`config.mk`:
```
export PLATFORM = sky130hd
export DESIGN_NAME = mem_access_ctrl
export DESIGN_NICKNAME = d
export VERILOG_FILES = /design/src/rtl/mem_access_ctrl.sv
export SDC_FILE = /design/constraint.sdc
export NUM_CORES = 1
export LEC_CHECK = 0
export ABC_AREA = 1
export BUFFER_PORTS_ARGS = -buffer_cell sky130_fd_sc_hd__buf_2
export CAP_MARGIN = 20
export CORE_MARGIN = 1
export CORE_UTILIZATION = 50
export DETAILED_ROUTE_END_ITERATION = 6
export GPL_TIMING_DRIVEN = 1
export PLACE_DENSITY = 0.8
export SKIP_LAST_GASP = 1
export SYNTH_ARGS = -nofsm -noshare
export SYNTH_HDL_FRONTEND = slang
export SYNTH_SLANG_ARGS = --single-unit
```
`constraint.sdc`:
```
create_clock -name sysclk -period 1.95 [get_ports sysclk]
set_input_delay 0.0975 -clock sysclk [delete_from_list [all_inputs] [get_ports sysclk]]
set_output_delay 0.0975 -clock sysclk [all_outputs]
set_load 0.03 [all_outputs]
```
`src/rtl/mem_access_ctrl.sv`:
```
// Load/store initiator between execute stage and a word-organised data memory.
// Optional misalignment trapping is enabled by defining MISALIGN_TRAP_EN.
module mem_access_ctrl #(
  parameter int unsigned RD_LATENCY = 1
) (
  input  logic        sysclk,
  input  logic        reset_n,
  input  logic        req_valid,
  output logic        req_ready,
  input  logic        req_write,
  input  logic [1:0]  req_size,
  input  logic        req_signed,
  input  logic [31:0] req_addr,
  input  logic [31:0] req_wdata,
  output logic        resp_valid,
  output logic [31:0] resp_rdata,
  output logic        resp_err,
  output logic        busy,
  output logic [31:0] mem_addr,
  output logic [31:0] mem_wdata,
  output logic [3:0]  mem_wstrb,
  output logic        mem_write,
  output logic        mem_read,
  input  logic [31:0] mem_rdata
);

  typedef enum logic [1:0] {StIdle, StWrite, StRead, StResp} state_e;

  localparam logic [2:0] CntInit = 3'(RD_LATENCY - 1);

  state_e      r_state, w_state_next;
  logic [31:0] r_addr, r_wdata, r_rdata;
  logic [3:0]  r_wstrb;
  logic [1:0]  r_size;
  logic        r_signed, r_err;
  logic [2:0]  r_cnt;

  logic        w_accept, w_misalign;
  logic [31:0] w_wdata, w_load;
  logic [3:0]  w_wstrb;
  logic [7:0]  w_byte;
  logic [15:0] w_half;

  assign w_accept = req_valid && (r_state == StIdle);

`ifdef MISALIGN_TRAP_EN
  assign w_misalign = ((req_size == 2'b01) && req_addr[0]) ||
                      (req_size[1] && (req_addr[1:0] != 2'b00));
`else
  assign w_misalign = 1'b0;
`endif

  // Store lane placement, little-endian; low address bits below the access size are ignored.
  always_comb begin
    w_wdata = req_wdata;
    w_wstrb = 4'b1111;
    case (req_size)
      2'b00: begin
        w_wdata = {4{req_wdata[7:0]}};
        w_wstrb = 4'b0001 << req_addr[1:0];
      end
      2'b01: begin
        w_wdata = {2{req_wdata[15:0]}};
        w_wstrb = req_addr[1] ? 4'b1100 : 4'b0011;
      end
      default: ;
    endcase
  end

  assign w_byte = mem_rdata[{r_addr[1:0], 3'b000} +: 8];
  assign w_half = r_addr[1] ? mem_rdata[31:16] : mem_rdata[15:0];

  always_comb begin
    w_load = mem_rdata;
    case (r_size)
      2'b00:   w_load = r_signed ? {{24{w_byte[7]}}, w_byte} : {24'b0, w_byte};
      2'b01:   w_load = r_signed ? {{16{w_half[15]}}, w_half} : {16'b0, w_half};
      default: ;
    endcase
  end

  always_ff @(posedge sysclk or negedge reset_n) begin
    if (!reset_n) begin
      r_state <= StIdle;
    end else begin
      r_state <= w_state_next;
    end
  end

  always_ff @(posedge sysclk or negedge reset_n) begin
    if (!reset_n) begin
      r_addr   <= '0;
      r_wdata  <= '0;
      r_wstrb  <= '0;
      r_size   <= '0;
      r_signed <= 1'b0;
      r_rdata  <= '0;
      r_err    <= 1'b0;
      r_cnt    <= '0;
    end else if (w_accept) begin
      r_addr   <= req_addr;
      r_wdata  <= w_wdata;
      r_wstrb  <= w_wstrb;
      r_size   <= req_size;
      r_signed <= req_signed;
      r_rdata  <= '0;
      r_err    <= w_misalign;
      r_cnt    <= CntInit;
    end else if (r_state == StRead) begin
      if (r_cnt == 3'd0) begin
        r_rdata <= w_load;
      end else begin
        r_cnt <= r_cnt - 3'd1;
      end
    end
  end

  // Outputs decode purely from state so reset clears them without a clock edge.
  always_comb begin
    w_state_next = r_state;
    req_ready    = 1'b0;
    busy         = 1'b1;
    resp_valid   = 1'b0;
    resp_rdata   = '0;
    resp_err     = 1'b0;
    mem_addr     = '0;
    mem_wdata    = '0;
    mem_wstrb    = '0;
    mem_write    = 1'b0;
    mem_read     = 1'b0;
    case (r_state)
      StIdle: begin
        req_ready = 1'b1;
        busy      = 1'b0;
        if (req_valid) begin
          if (w_misalign)     w_state_next = StResp;
          else if (req_write) w_state_next = StWrite;
          else                w_state_next = StRead;
        end
      end
      StWrite: begin
        mem_addr     = {r_addr[31:2], 2'b00};
        mem_wdata    = r_wdata;
        mem_wstrb    = r_wstrb;
        mem_write    = 1'b1;
        w_state_next = StResp;
      end
      StRead: begin
        mem_addr = {r_addr[31:2], 2'b00};
        mem_read = 1'b1;
        if (r_cnt == 3'd0) w_state_next = StResp;
      end
      StResp: begin
        resp_valid   = 1'b1;
        resp_rdata   = r_rdata;
        resp_err     = r_err;
        w_state_next = StIdle;
      end
      default: w_state_next = StIdle;
    endcase
  end

endmodule

```
==> impl_metrics.tcl, run 1 <==
set metrics [dict create \
    outcome "finished clean" \
    finalWeightedCongestion 0.896 \
    numCtsBuffers 9 \
    netlist.area_leader.share 0.459 \
    layout_setup_ws_ps 119 \
    crit_type "flop to output pin" \
    switchingPower_uw 6250 \
    cts_sinks 108 \
    min_period_over_period 0.939 \
    drcViolationCount 0 \
    critPathMaxFanout 18 \
    wirelength_um 16800 \
    synth_edf_count 0 \
    drt-vias-per-instance 4.99 \
    synthTopCellsByArea "dfrtp_1, nand2_1, inv_1, nor2_1, a21oi_1" \
    syn_area_per_cell_um2 6.70 \
    vdd.ir_drop.worst_v 0.000976 \
    totalNegativeSetupSlack_ps 0 \
    yosysTopAreaCell "dfrtp_1" \
    rsz0062_at_grt "false" \
    start_util 0.514 \
    endpoint_kind "output pin" \
    top_level_ports 209 \
    final_hold_viol_count 0 \
    die_area_um2 12200 \
    netlist_instances 880 \
    dr.pass1.iters 6 \
    max_freq_mhz 546 \
    synth.most_common_cell "nand2_1" \
    p_comb_frac 0.560 \
    cp_slowest_stage_delay_ps 380 \
    pre_cts_slack_ps 314 \
    antennaDiodeCount 0 \
    synth_area_um2 5890 \
    ys_top_cells_by_count "nand2_1, inv_1, dfrtp_1, nor2_1, a21oi_1" \
    cts_tree "done" \
    synth-seq-cells 108 \
    p_clk_frac 0.142 \
    path_clk_slew_ps 80 \
    p_int_uw 6200 \
    die_w_um 111 \
    cp.required_ps 1850 \
    yosysWarnings 0 \
    wl_per_cell_um 13.2 \
    ant_nets 0 \
    r2r_start "r_state[0]" \
    grt_pass1_vias 5985 \
    layout.nets 1232 \
    slew_headroom 0.557 \
    drtIter0Drc 560 \
    worst-path-stages 6 \
    synth_cell_type_count 26 \
    worstRegToRegCells 9 \
    cpMaxStageDelayCell "dfrtp_1" \
    skew_ps 8.69 \
    path_common_cell "inv_1" \
    clk_latency_ps 340 \
    worst_slew_pin_slew_ps 661 \
    setup_viol 0 \
    async_reset_ff_frac 1.00 \
    crit_path_start_kind "flop" \
    critPathArrivalTime_ps 1730 \
    path_cells "inv_1 -> ha_1 -> buf_6 -> nand2_1 -> inv_1 -> buf_2" \
    hold_depth 3 \
    hp-class "primary input to flop" \
    power_frac_seq 0.298 \
    synthFlopType "dfrtp_1" \
    cts_root_buf "clkbuf_16" \
    core_um2 11500 \
    area_growth_pct 33.6 \
    antenna_found_initial 0 \
    leakagePower_uw 0.00519 \
    crit_buf_inv 4 \
    maxCapViolations 0 \
    via_count 6338 \
    fin_crit_ps 1830 \
    grt_pass1_wl_um 28000 \
    grt_usage 0.281 \
    n_fill_cell 950 \
    slew_violations 0 \
    cts_buffer_depth 2 \
    port_buffers 205 \
    rows 39 \
    ys_seq_area_frac 0.459 \
    die_h_um 111 \
    cp-startpoint "r_state[0]" \
    hpwl_um 11100 \
    min_from "req_wdata[22]" \
    grt_max_degree 64 \
    htree_levels 3 \
    switching_share 0.502 \
    crit_family "buffers and inverters" \
    powerDensity_nw_per_um2 1580 \
    drive_gt1_frac 0.224 \
    overflow 0 \
]
tightest hold or removal path, stage by stage:
cell	delay, ps
buf_2	100
nand2_1	60
a21oi_1	70
sequential cells by signal, summed over array words and instances (netlist names):
register	count
r_size	2
r_rdata	32
r_addr	32
r_cnt	3
r_signed	1
r_wdata	32
r_wstrb	4
r_state	2
routing by layer:
metal / up-vias / GRT usage / wire (µm) / part of all wire
met1: 2894 / 0.365 / 6960 / 0.42
met5: - / 0 / 0 / 0
met3: 39 / 0.0505 / 1280 / 0.077
met2: 320 / 0.464 / 8080 / 0.48
li1: 3085 / - / - / -
met4: 0 / 0.114 / 437 / 0.026
power by group through the flow:
| stage | logic (µW) | registers (µW) | clock network (µW) |
|---|---|---|---|
| 6_report | 6970 | 3710 | 1770 |
| 5_1_grt | 7690 | 3820 | 1870 |
| 4_1_cts | 6890 | 3690 | 1800 |
| 3_5_place_dp | 6790 | 3720 | 0 |
| 3_3_place_gp | 6700 | 3700 | 0 |
| 2_1_floorplan | 4990 | 3560 | 0 |
path summary, 6_finish.rpt:
path | slack, ps | endpoint
max in group asynchronous | 1120 | r_rdata[0]
hold reg to reg | 480 | r_addr[14]
setup / recovery | 120 | mem_addr[21]
setup reg to reg | 310 | r_rdata[17]
min in group asynchronous | 190 | r_rdata[26]
hold / removal | 10 | r_wdata[22]
cells by family (layout without fill, tap and decap cells):
group,Yosys count,in the layout,share of synthesized area
DFF,108,108,0.459
adders and majority gates,7,7,0.0149
and+or+nand+nor,517,517,0.342
AOI/OAI and AO/OA,77,77,0.0682
buffers and inverters,170,415,0.116
other,1,3,0.000636
cells in the final DEF, fill, tap and decap left out:
| master | n |
|---|---|
| nand2_1 | 427 |
| buf_2 | 204 |
| inv_1 | 122 |
| dfrtp_1 | 108 |
| nor2_1 | 64 |
| dlygate4sd3_1 | 47 |
| a21oi_1 | 44 |
| o21ai_0 | 23 |
| nand3_1 | 18 |
| buf_4 | 16 |
| clkbuf_16 | 9 |
| a31oi_1 | 7 |
| ha_1 | 7 |
| buf_12 | 4 |
| nand2_2 | 3 |
| conb_1 | 3 |
| inv_6 | 3 |
| clkinv_1 | 2 |
| inv_2 | 2 |
| inv_8 | 2 |
| nand2_4 | 2 |
| clkinv_2 | 2 |
| nor2_8 | 1 |
| nor2_2 | 1 |
| nand3_4 | 1 |
| o31ai_1 | 1 |
| o221ai_1 | 1 |
| o22ai_1 | 1 |
| clkinv_4 | 1 |
| buf_6 | 1 |
repair_timing:
item	4_1_cts	5_1_grt
endpoints found under the setup margin	0	1
endpoints found under the hold margin	67	0
buffers inserted	0	0
resized for setup	0	1
hold buffers	47	0
per-stage QoR:
stage	hold slack, ps	total power (µW)	area (µm²)	util	std cells
5_1_grt	4.71	13400	7870	0.686	1270
2_1_floorplan	-198	8550	5900	-	882
3_3_place_gp	21.7	10400	7110	0.620	1207
6_report	11.5	12400	7870	0.686	1270
3_5_place_dp	21.4	10500	7110	0.620	1207
4_1_cts	0.520	12400	7870	0.686	1270
cell type report:
cell class,count,area [µm²],area share
clock inverters,7,56.3,0.00716
inverters,127,484,0.0615
clock buffers,9,225,0.0286
flip-flops and latches,108,2700,0.343
repair buffers,272,1700,0.216
multi-input cells,604,2520,0.320
well taps,143,179,0.0227
No activity file was read; power rests on OpenSTA's default activity.
==> run 2: changes to the inputs <==
--- a/config.mk
+++ b/config.mk
@@ -6,7 +6,7 @@
 export NUM_CORES = 1
 export LEC_CHECK = 0
 export ABC_AREA = 1
-export BUFFER_PORTS_ARGS = -buffer_cell sky130_fd_sc_hd__buf_2
+export BUFFER_PORTS_ARGS = -buffer_cell sky130_fd_sc_hd__buf_4
 export CAP_MARGIN = 20
 export CORE_MARGIN = 1
 export CORE_UTILIZATION = 50
==> run 2 against run 1 <==
- the flow now finishes with violations (hold timing)
- clock skew up 4.1 ps
- cell count down 0.39%
- critical path depth unchanged
- worst setup slack better by 0.61 ps
- routed wire length up 6.4%
- via count up 1.5%
- largest power group unchanged
==> impl_metrics.tcl, run 2 (synthesized netlist as in run 1, its figures left out) <==
set metrics [dict create \
    grt_max_degree 55 \
    power_frac_seq 0.287 \
    drcViolationCount 0 \
    worst_slew_pin_slew_ps 694 \
    ant_nets 0 \
    dr.pass1.iters 7 \
    final_hold_viol_count 1 \
    switchingPower_uw 6310 \
    min_period_over_period 0.938 \
    die_area_um2 12200 \
    fin_crit_ps 1830 \
    grt_usage 0.292 \
    switching_share 0.486 \
    endpoint_kind "output pin" \
    clk_latency_ps 350 \
    skew_ps 12.8 \
    hp-class "primary input to flop" \
    max_freq_mhz 546 \
    stdcell_area_um2 8350 \
    p_clk_frac 0.138 \
    post_cts_buffers 0 \
    top_level_ports 209 \
    grt_pass1_vias 6073 \
    reg_top3 "r_addr x32, r_rdata x32, r_wdata x32" \
    pre_cts_slack_ps 247 \
    numCtsBuffers 9 \
    path_clk_slew_ps 70 \
    cp_slowest_stage_delay_ps 380 \
    worst-path-stages 6 \
    cts_buffer_depth 2 \
    hpwl_um 11700 \
    leakagePower_uw 0.00527 \
    via_count 6434 \
    p_int_uw 6660 \
    outcome "complete, but fails checks" \
    powerDensity_nw_per_um2 1550 \
    holdPathEnd "r_wdata[3]" \
    p_comb_frac 0.575 \
    crit_family "buffers and inverters" \
    final_cell_mix "nand2_1, buf_4, inv_1" \
    totalNegativeSetupSlack_ps 0 \
    area_growth_pct 41.7 \
    r2r_start "r_state[0]" \
    overflow 0 \
    rows 39 \
    crit_type "flop to output pin" \
    slew_headroom 0.537 \
    hold_depth 3 \
    antenna_found_initial 0 \
    layout_setup_ws_ps 120 \
    min_from "req_wdata[3]" \
    final_common_cell "nand2_1" \
    rsz0062_at_grt "false" \
    vdd.ir_drop.worst_v 0.00103 \
    drtIter0Drc 506 \
    worstRegToRegCells 6 \
    failed_checks "hold timing" \
    start_util 0.514 \
    slew_violations 0 \
    r2r_slack_ps 190 \
    path_cells "inv_1 -> ha_1 -> buf_6 -> nand2_1 -> inv_1 -> buf_4" \
    r2r_end "r_wdata[25]" \
    cts_root_buf "clkbuf_16" \
    setup_viol 0 \
    crit_buf_inv 4 \
    cpMaxStageDelayCell "dfrtp_1" \
    die_h_um 111 \
    critPathMaxFanout 31 \
    drt-vias-per-instance 5.09 \
    core_um2 11500 \
    cp.required_ps 1850 \
    critPathArrivalTime_ps 1730 \
    holdWs_ps -3.05 \
    cts_sinks 108 \
    port_buffers 205 \
    layout.nets 1227 \
    crit_path_start_kind "flop" \
    htree_levels 3 \
    grt_pass1_wl_um 28900 \
    finalPower_uw 13000 \
    antennaDiodeCount 0 \
    drive_gt1_frac 0.223 \
    wirelength_um 17800 \
    path_common_cell "inv_1" \
    cts_tree "done" \
    placedInstanceArea_um2 7610 \
    wl_per_cell_um 14.1 \
    maxCapViolations 0 \
    die_w_um 111 \
    finalWeightedCongestion 0.877 \
]
[run 2: cell types whose count changed in the layout (fill, tap and decap cells not counted), sizes merged]
cell,delta
dlygate4sd3,-3
inv,-3
buf,-2
clkbuf,+2
clkinvlp,+2
clkinv,-1
[run 2: tightest hold or removal path: cells and delay by family]
family	cells	cell delay (ps)
AND/OR/NAND/NOR	2	100
buffers and inverters	1	100
[run 2: through the flow]
stage               cells   util
global placement     1205  0.664
global route         1265  0.728
floorplan             882      -
detailed placement   1205  0.664
CTS                  1265  0.728
finish               1265  0.728
[run 2: layout make-up]
class                      count  area, µm²
clock inverter                 5       43.8
fill                         951       3120
sequential                   108       2700
clock buffer                  11        253
inverter                     127        484
tap                          143        179
timing repair buffer         267       2170
multi-input combinational    604       2520
[run 2: timing repair]
action / in CTS / in global routing
hold endpoints to repair: 73 / 0
hold buffers: 44 / 0
resized for setup: 0 / 1
endpoints found under the setup margin: 0 / 10
[run 2: layer usage]
metal,vias to the layer above,track usage,wire (µm)
li1,3074,-,-
met1,2955,0.368,7000
met2,348,0.485,8670
met3,57,0.0576,1550
met4,0,0.132,611
met5,-,0,0
[run 2: worst max-delay path by stage]
| stage | startpoint | end | slack [ps] |
|---|---|---|---|
| floorplan | r_state[0] | r_rdata[12] | 80 |
| global placement | r_state[0] | r_cnt[2] | 290 |
| detailed placement | r_state[0] | r_cnt[1] | 250 |
| CTS | r_state[0] | mem_addr[25] | 100 |
| global route | r_state[0] | mem_addr[29] | 40 |
| finish | r_state[0] | mem_addr[29] | 120 |
[run 2: power by group through the flow]
stage / registers [µW] / logic (µW) / clock network [µW]
2_1_floorplan: 3560 / 4990 / 0
3_3_place_gp: 3690 / 7160 / 0
3_5_place_dp: 3700 / 7280 / 0
4_1_cts: 3690 / 7380 / 1810
5_1_grt: 3810 / 8140 / 1900
6_report: 3720 / 7460 / 1790
